==> src/rtl/jtgng_romload_pkg.sv <==
// Shared types and constants for the GnG ROM-load transmitter.
// Region bases are the offsets the download controller adds to form the base address.
package jtgng_romload_pkg;

    localparam int ROMLOAD_AW = 19;
    localparam int TIMER_W    = 8;

    typedef enum logic [2:0] {
        ST_IDLE,
        ST_FETCH,
        ST_SETUP,
        ST_STROBE,
        ST_GAP
    } state_e;

    typedef enum logic [2:0] {
        RGN_MAIN,
        RGN_SOUND,
        RGN_CHAR,
        RGN_SCROLL,
        RGN_OBJ
    } region_e;

    localparam logic [ROMLOAD_AW-1:0] BASE_MAIN   = 19'h00000;
    localparam logic [ROMLOAD_AW-1:0] BASE_SOUND  = 19'h18000;
    localparam logic [ROMLOAD_AW-1:0] BASE_CHAR   = 19'h20000;
    localparam logic [ROMLOAD_AW-1:0] BASE_SCROLL = 19'h24000;
    localparam logic [ROMLOAD_AW-1:0] BASE_OBJ    = 19'h44000;

    function automatic logic [ROMLOAD_AW-1:0] region_base(input region_e rgn);
        logic [ROMLOAD_AW-1:0] b;
        case (rgn)
            RGN_MAIN:   b = BASE_MAIN;
            RGN_SOUND:  b = BASE_SOUND;
            RGN_CHAR:   b = BASE_CHAR;
            RGN_SCROLL: b = BASE_SCROLL;
            RGN_OBJ:    b = BASE_OBJ;
            default:    b = BASE_MAIN;
        endcase
        return b;
    endfunction

endpackage

==> src/rtl/jtgng_romload_timer.sv <==
// Down-counter shared by the SETUP/STROBE/GAP states; zero_o flags terminal count.
module jtgng_romload_timer #(
    parameter int W = 8
) (
    input  logic         clk,
    input  logic         rst_n,
    input  logic         load_i,
    input  logic [W-1:0] value_i,
    output logic         zero_o
);

    logic [W-1:0] cnt_q, cnt_d;

    always_comb begin
        cnt_d = cnt_q;
        if (load_i) begin
            cnt_d = value_i;
        end else if (cnt_q != '0) begin
            cnt_d = cnt_q - 1'b1;
        end
    end

    always_ff @(posedge clk or negedge rst_n) begin
        if (!rst_n) begin
            cnt_q <= '0;
        end else begin
            cnt_q <= cnt_d;
        end
    end

    assign zero_o = (cnt_q == '0);

endmodule

==> src/rtl/jtgng_romload_tx.sv <==
// ROM-load transmitter: turns a host byte stream into timed romload write strobes
// at an auto-incrementing address, with progress, checksum and busy reporting.
//
// state     | meaning
// ST_IDLE   | waiting for start
// ST_FETCH  | in_ready high, waiting for a host byte
// ST_SETUP  | addr/data stable, wr low, SETUP cycles
// ST_STROBE | wr high for HOLD cycles
// ST_GAP    | wr low for max(GAP,1) cycles, then next byte or done
module jtgng_romload_tx
    import jtgng_romload_pkg::*;
#(
    parameter int AW    = ROMLOAD_AW,
    parameter int SETUP = 1,
    parameter int HOLD  = 2,
    parameter int GAP   = 1
) (
    input  logic          clk,
    input  logic          rst_n,
    input  logic          start,
    input  logic          abort,
    input  logic [AW-1:0] base,
    input  logic [AW:0]   length,
    input  logic [7:0]    in_data,
    input  logic          in_valid,
    output logic          in_ready,
    output logic [AW-1:0] romload_addr,
    output logic [7:0]    romload_data,
    output logic          romload_wr,
    output logic          busy,
    output logic          done,
    output logic          aborted,
    output logic          wrap_err,
    output logic [15:0]   checksum,
    output logic [AW:0]   count
);

    localparam logic [TIMER_W-1:0] SETUP_LD = TIMER_W'(SETUP - 1);
    localparam logic [TIMER_W-1:0] HOLD_LD  = TIMER_W'(HOLD - 1);
    localparam logic [TIMER_W-1:0] GAP_LD   = TIMER_W'((GAP > 0) ? GAP - 1 : 0);

    state_e              state_q, state_d;
    logic [AW:0]         len_q, len_d;
    logic [AW:0]         count_q, count_d;
    logic [AW-1:0]       addr_q, addr_d;
    logic [7:0]          data_q, data_d;
    logic [15:0]         csum_q, csum_d;
    logic                wrap_q, wrap_d;
    logic                wr_q, wr_d;
    logic                done_q, done_d;
    logic                abrt_q, abrt_d;
    logic                tmr_load;
    logic [TIMER_W-1:0]  tmr_val;
    logic                tmr_zero;

    jtgng_romload_timer #(.W(TIMER_W)) u_timer (
        .clk     (clk),
        .rst_n   (rst_n),
        .load_i  (tmr_load),
        .value_i (tmr_val),
        .zero_o  (tmr_zero)
    );

    // Abort gates in_ready so a byte offered in the abort cycle is not consumed.
    assign in_ready = (state_q == ST_FETCH) && !abort;

    always_comb begin
        state_d  = state_q;
        len_d    = len_q;
        count_d  = count_q;
        addr_d   = addr_q;
        data_d   = data_q;
        csum_d   = csum_q;
        wrap_d   = wrap_q;
        done_d   = 1'b0;
        abrt_d   = 1'b0;
        tmr_load = 1'b0;
        tmr_val  = '0;

        case (state_q)
            ST_IDLE: begin
                if (start && !abort) begin
                    count_d = '0;
                    csum_d  = '0;
                    wrap_d  = 1'b0;
                    if (length == '0) begin
                        done_d = 1'b1;
                    end else begin
                        len_d   = length;
                        addr_d  = base;
                        state_d = ST_FETCH;
                    end
                end
            end
            ST_FETCH: begin
                if (in_valid) begin
                    data_d   = in_data;
                    tmr_load = 1'b1;
                    tmr_val  = SETUP_LD;
                    state_d  = ST_SETUP;
                end
            end
            ST_SETUP: begin
                if (tmr_zero) begin
                    tmr_load = 1'b1;
                    tmr_val  = HOLD_LD;
                    state_d  = ST_STROBE;
                end
            end
            ST_STROBE: begin
                if (tmr_zero) begin
                    count_d  = count_q + 1'b1;
                    csum_d   = csum_q + {8'd0, data_q};
                    // The write just finished at the top address: the next one wraps.
                    if (&addr_q) begin
                        wrap_d = 1'b1;
                    end
                    addr_d   = addr_q + 1'b1;
                    tmr_load = 1'b1;
                    tmr_val  = GAP_LD;
                    state_d  = ST_GAP;
                end
            end
            ST_GAP: begin
                if (tmr_zero) begin
                    if (count_q == len_q) begin
                        done_d  = 1'b1;
                        state_d = ST_IDLE;
                    end else begin
                        state_d = ST_FETCH;
                    end
                end
            end
            default: state_d = ST_IDLE;
        endcase

        if (abort && (state_q != ST_IDLE)) begin
            state_d = ST_IDLE;
            abrt_d  = 1'b1;
            done_d  = 1'b0;
            count_d = count_q;
            csum_d  = csum_q;
            wrap_d  = wrap_q;
            addr_d  = addr_q;
        end

        wr_d = (state_d == ST_STROBE);
    end

    always_ff @(posedge clk or negedge rst_n) begin
        if (!rst_n) begin
            state_q <= ST_IDLE;
            len_q   <= '0;
            count_q <= '0;
            addr_q  <= '0;
            data_q  <= '0;
            csum_q  <= '0;
            wrap_q  <= 1'b0;
            wr_q    <= 1'b0;
            done_q  <= 1'b0;
            abrt_q  <= 1'b0;
        end else begin
            state_q <= state_d;
            len_q   <= len_d;
            count_q <= count_d;
            addr_q  <= addr_d;
            data_q  <= data_d;
            csum_q  <= csum_d;
            wrap_q  <= wrap_d;
            wr_q    <= wr_d;
            done_q  <= done_d;
            abrt_q  <= abrt_d;
        end
    end

    assign romload_addr = addr_q;
    assign romload_data = data_q;
    assign romload_wr   = wr_q;
    assign busy         = (state_q != ST_IDLE);
    assign done         = done_q;
    assign aborted      = abrt_q;
    assign wrap_err     = wrap_q;
    assign checksum     = csum_q;
    assign count        = count_q;

endmodule
==> config.mk <==
export PLATFORM = sky130hd
export DESIGN_NAME = jtgng_romload_tx
export DESIGN_NICKNAME = d
export VERILOG_FILES = /design/src/rtl/jtgng_romload_pkg.sv /design/src/rtl/jtgng_romload_timer.sv /design/src/rtl/jtgng_romload_tx.sv
export SDC_FILE = /design/constraint.sdc
export NUM_CORES = 1
export LEC_CHECK = 0
export CAP_MARGIN = 0
export CORE_MARGIN = 10
export CORE_UTILIZATION = 60
export DETAILED_ROUTE_END_ITERATION = 16
export DONT_BUFFER_PORTS = 1
export GPL_TIMING_DRIVEN = 0
export PLACE_DENSITY = 0.76
export SLEW_MARGIN = 25
export SYNTH_ARGS = -nofsm -noshare
export SYNTH_HDL_FRONTEND = slang
export SYNTH_HIERARCHICAL = 1
export SYNTH_SLANG_ARGS = --single-unit
==> constraint.sdc <==
create_clock -name clk -period 6.35 [get_ports clk]
set_input_delay 0.3175 -clock clk [delete_from_list [all_inputs] [get_ports clk]]
set_output_delay 0.3175 -clock clk [all_outputs]
set_load 0.005 [all_outputs]
[After elaboration in Yosys (flattened, before gate mapping)]
Index checks and enable logic that the tools add are counted.
Storage, ports and cells
  flip-flop bits (word level): 98
  output and inout bits: 69
Cells by class
  reductions and logical operators: 18
  bitwise operators: 2
  multiplexer cells: 37
  equal/unequal tests: 10
  add/sub/neg operators: 4
Operators with widths (count)
  19-bit two-way mux: 3
  20-bit two-way mux: 2
  20-bit case mux with 2 select lines: 1
  19-bit case mux with 2 select lines: 1
  16-bit two-way mux: 2
  16-bit case mux with 2 select lines: 1
  3-bit two-way mux: 7
  20-bit by 1-bit adder with 20-bit output, second input constant: 1
  20-bit == test: 1
  20-bit logical NOT: 1
  19-bit by 1-bit adder with 19-bit output, second input constant: 1
  19-bit AND reduction: 1
  16-bit by 8-bit adder with 16-bit output: 1
  8-bit two-way mux: 2
  3-bit case mux with 5 select lines: 1
  1-bit two-way mux: 14
  5-bit AND reduction: 2
  3-bit by 2-bit == test with 1-bit output, second input constant: 3
  8-bit logical NOT: 1
  2-bit inequality test, second input constant: 4
  8-bit nonzero test: 1
  8-bit by 1-bit subtractor with 8-bit output, second input constant: 1
  1-bit case mux with 2 select lines: 3
  4-bit AND reduction: 1
  11 further kinds: 15

[Depth between registers and ports, before layout]
  depth after elaboration: 6
  gate-level depth with buffers: 12
  mapped depth without buffers: 10

[Modules after synthesis]
The synthesis kept the hierarchy.
By module, submodules not included
  jtgng_romload_tx: area each 4909.7 um2, times used 1, cells each 493
  jtgng_romload_timer: area each 476.7 um2, times used 1, cells each 54

[Worst setup path before layout]
No wires, ideal clock.
  path kind: flip-flop to flip-flop
  start point: register u_timer.cnt_q[0]
  end point: register csum_q[14] (netlist: checksum[14])
  path buffers: 1
  setup time: 0.078 ns
  cell stages (with the launch flop): 11
  data arrival time: 2.692 ns
  path slack: 3.580 ns
  path through: dfrtp_1 > inv_1 > ha_1 > or3b_1 > clkbuf_2 > nor2_1 > and3_1 > o2111a_1 > nand4_1 > or4_1 > a21oi_1
Between the ends
  word-level cells in the longest chain between the ends: 3
RTL lines
  start, declared: line jtgng_romload_timer.sv:12  | logic [W-1:0] cnt_q, cnt_d;
  start signal, assigned: line jtgng_romload_timer.sv:27  | cnt_q <= cnt_d;
  8-bit logical NOT: line jtgng_romload_timer.sv:31  | assign zero_o = (cnt_q == '0);
  named net tmr_zero: line jtgng_romload_tx.sv:54  | logic tmr_zero;
  2-bit inequality test (no line)
  4-bit AND reduction (no line)
  end signal, assigned: line jtgng_romload_tx.sv:168  | csum_q <= csum_d;
  end, declared: line jtgng_romload_tx.sv:47  | logic [15:0] csum_q, csum_d;
The timed path passes the listed nets, and every way through them passes these cells.
A chain may end at the register's enable or synchronous reset.

[Worst setup path after layout]
  start point: register u_timer.cnt_q[0]
  end point: register count_q[8] (netlist: count[8])
Between the ends
  word-level cells in the longest chain between the ends: 3
RTL lines
  8-bit logical NOT: line jtgng_romload_timer.sv:31
  named net tmr_zero: line jtgng_romload_tx.sv:54
  2-bit inequality test (no line)
  4-bit AND reduction (no line)
  end signal, assigned: line jtgng_romload_tx.sv:165  | count_q <= count_d;
  end, declared: line jtgng_romload_tx.sv:44  | logic [AW:0] count_q, count_d;
The timed path passes the listed nets, and every way through them passes these cells.

==> flow_results.org <==
** Timing
- Setup repair after global routing left no endpoint under its margin.
- Static timing analysis puts the maximum clock frequency at 294.8 MHz.
- The final-report max-slew violation count came to 0.
- The final critical path takes up 53.42% of the cycle.
- Final setup skew :: 11.79 ps
- The number of hold violations in the final report came to 0.
- Setup_tns :: 0 ps
- After layout, the worst setup slack is 2958 ps.
- Remaining max-slew budget at the tightest pin :: 38.74%
- Setup violations remaining at the end of the flow were counted as 0.
- Slew of the pin with the lowest slew margin :: 918.0 ps
- Min cycle time layout :: 3392 ps

** Clock network
- Clock Pin Slew Worst Setup and Hold Paths :: 90 ps
- Post-CTS timing repair inserted 0 buffers for setup.
- The tree built by TritonCTS fans out to 98 sinks.
- The clock reaches the later pin of the worst-skew pair after 350 ps.
- Number of buffers inserted by hold repair at cts :: 2
- TritonCTS built the clock tree.
- Clock Tree Buf Depth :: 2
- CTS built an H-tree with a depth of 3.
- TritonCTS created 9 clock buffers.
- Cell at the root of the clock tree :: sky130_fd_sc_hd__clkbuf_8
- Cts repair resizes :: 0

** Critical path
- At the worst endpoint, the required time is 6620 ps.
- CP Data Arrival Time :: 3670 ps
- STA classifies the critical path startpoint as a flop.
- Worst Path Class, Setup :: flop to flop
- In this run the worst setup path begins at u_timer/cnt_q[0].
- The worst register-to-register path begins at u_timer/cnt_q[0].
- Path depth of the worst reg2reg path :: 9
- The worst register-to-register path ends at count[8].
- CP endpoint kind :: flop
- Critical-path maximum fanout :: 10
- End point of the critical path :: count[8]
- For flop-to-flop paths, the worst setup slack is 2960 ps.

** Place
- OpenSTA, run right after detailed placement, puts the worst setup slack at 3047 ps.
- In this run the tool buffered the top-level ports with 0 buffer cells.
- Detailed placement ended at an HPWL of 10360 um.
- The congestion estimate from routability-driven global placement came to 0.9245.

** Synthesis
- Yosys printed 6 warnings.
- Async set or reset register ratio after synthesis :: 100.0%
- Main area contributors after synthesis :: sky130_fd_sc_hd__dfrtp_1 46%, sky130_fd_sc_hd__mux2_2 5.9%, sky130_fd_sc_hd__xnor2_1 4.7%
- EDFF count, synth :: 0
- Post-synthesis cell type with the largest combined area :: sky130_fd_sc_hd__dfrtp_1
- Cell area after technology mapping :: 5386 um2
- Counting flops and latches in the post-synthesis netlist gives 98.
- After synthesis, flip-flops and latches occupy 45.53% of the total area.
- Netlist cell types :: 66
- Mapped Avg Cell Area :: 9.847 um2
- Number of cells produced by synthesis :: 547
- Of the post-synthesis cell area, the dominant cell type holds 45.53%.
- The most used flip-flop cell after synthesis is sky130_fd_sc_hd__dfrtp_1.

** Finish
- The sequential cells in the finished layout cover a total of 2452 um2.
- Fraction of final layout cells sized beyond drive strength 1 :: 11.40%
- Count of inserted antenna diode cells :: 0
- Relative to the synthesized area, the layout overhead comes to 7.085%.
- The multi-input combinational cells in the finished layout cover a total of 2798 um2.
- Highest-count cells in the layout ignoring fill and taps :: 98 x sky130_fd_sc_hd__dfrtp_1, 45 x sky130_fd_sc_hd__a21oi_1, 42 x sky130_fd_sc_hd__nand2_1
- Most common library cell in the layout ignoring fill and taps :: sky130_fd_sc_hd__dfrtp_1
- At the end of the flow, the number of nets in the layout was 630.
- After filler insertion, the fill cell instance count of the layout stands at 710.

** Outcome
- The flow ran to the end, and the final reports show no timing, DRC or antenna violations.

** Routing
- In the routed design, unresolved DRC markers number 0.
- The first routing iteration left 401 violations.
- Total Wirelength :: 13950 um
- Vias after detailed routing :: 4351
- Via count normalized by instance count :: 6.417
- Before antenna repair, the detailed router went through 4 iterations.
- Final antenna-violating net count :: 0
- Wirelength per Cell :: 20.57 um

** Min path
- Class of the tightest hold or removal check :: input pin to flop
- Along the worst hold path, the cell count comes to 1.
- The startpoint identified for the worst hold timing path is length[3].

** Global route
- Overall track demand over capacity in global routing :: 21.07%
- First-pass GRT wire length :: 22750 um
- Global route total overflow :: 0
- The initial antenna violation count was 0.
- Via count of the first global-routing pass :: 4453
- Pin count of the biggest net entering global routing :: 99

** Floorplan
- Total core area :: 8721 um2
- Boundary Pins :: 121
- Chip Height :: 114.8 um
- Count of standard-cell rows :: 34
- From left edge to right edge, the die measures 114.8 um.
- Area of the die :: 13170 um2
- For this configuration, the core starts out at a cell density of 61.76%.

** Power
- IR analysis of the VDD net gives a maximum drop of 0.0001946 V.
- The analysis attributes to net switching a power of 0.6955 mW.
- Net switching fraction of the power :: 35.58%
- Internal power comes to 1.260 mW.
- Combinational logic burns 29.1% of the power.
- Dividing total power by cell area gives a power density of 338.9 nW/um2.
- For this design the static power due to leakage is 2.332 nW.
- Sequential cells account for 50.7% of the total power.
- Clk network pwr share :: 20.2%
- Overall power after layout :: 1.955 mW

** Job
- Max capacitance violation total :: 0
[through the flow]
step / hold WS (ps) / util (%) / instances / cell area [um2]
after detailed placement: 25.63 / 63.57 / 661 / 5544
after floorplan: 21.91 / - / 553 / 5409
after global routing: 78.87 / 66.14 / 678 / 5768
after global placement: 25.98 / 63.57 / 661 / 5544
final: 106.8 / 66.14 / 678 / 5768
after CTS: 91.97 / 66.14 / 678 / 5768
[layout make-up]
class	count	share of cell area, %
clock buffers	13	2.581
repair buffers	2	0.6508
inverters	10	0.6508
well taps	108	2.343
clock inverters	2	0.6508
multi-input cells	421	48.50
flip-flops and latches	98	42.52
plain buffers	24	2.104
[kinds of logic after synthesis]
| family | count (synthesis) | share of synthesized area (%) |
|---|---|---|
| adders and majority gates | 13 | 3.113 |
| muxes | 31 | 6.434 |
| xor gates and xnor gates | 40 | 6.504 |
| buffers and inverters | 34 | 2.950 |
| and+or+nand+nor | 196 | 19.77 |
| AOI/OAI and AO/OA | 134 | 15.63 |
| DFF | 98 | 45.53 |
| other | 1 | 0.06962 |
[worst min-delay path by stage]
stage                                  end  slack [ps]
final                             len_q[3]         110
after global routing       romload_data[2]          80
after CTS                         len_q[3]          90
after detailed placement  u_timer/cnt_q[1]          30
after global placement    u_timer/cnt_q[1]          30
after floorplan                    aborted          20
[worst max-delay path: stages (launching register included)]
cell and delay, ps:
sky130_fd_sc_hd__dfrtp_1 420, sky130_fd_sc_hd__inv_1 100, sky130_fd_sc_hd__ha_1 230, sky130_fd_sc_hd__or3b_1 350, sky130_fd_sc_hd__clkbuf_2 170, sky130_fd_sc_hd__nor2_1 560, sky130_fd_sc_hd__and3_1 320, sky130_fd_sc_hd__o2111ai_1 480
sky130_fd_sc_hd__or3_1 540, sky130_fd_sc_hd__a21oi_1 150
[power by group through the flow]
| stage | clock [mW] | combinational (mW) | sequential [mW] |
|---|---|---|---|
| finish | 0.395 | 0.569 | 0.991 |
| global route | 0.436 | 0.641 | 1.02 |
| CTS | 0.406 | 0.572 | 0.991 |
| detailed placement | 0 | 0.552 | 1.00 |
| global placement | 0 | 0.531 | 0.991 |
| floorplan | 0 | 0.456 | 0.945 |
[cell usage after synthesis, drive strengths merged (6+ instances only)]
master	number
dfrtp	98
a21oi	46
nand2	42
nor2	33
o21ai	32
nand3	30
mux2	29
xnor2	29
nor3	14
or3	14
buf	12
nor4	12
clkbuf	11
ha	11
xor2	11
inv	10
o22ai	10
a22o	9
a2bb2oi	9
nand4	9
and3	8
or4	6
[registers in the layout (all words and copies together) (netlist names)]
name	flops
romload_wr	1
len_q	20
wrap_err	1
romload_addr	19
checksum	16
count	20
aborted	1
state_q	3
u_timer/cnt_q	8
romload_data	8
done	1
[metal layers]
layer,track usage (%),wire [um],share of wire [%]
met5,0,0,0
met4,6.023,210,1.5
met3,9.219,1500,11
met2,33.75,6673,48
met1,25.33,5565,40
No activity file was read; power rests on OpenSTA's default activity.
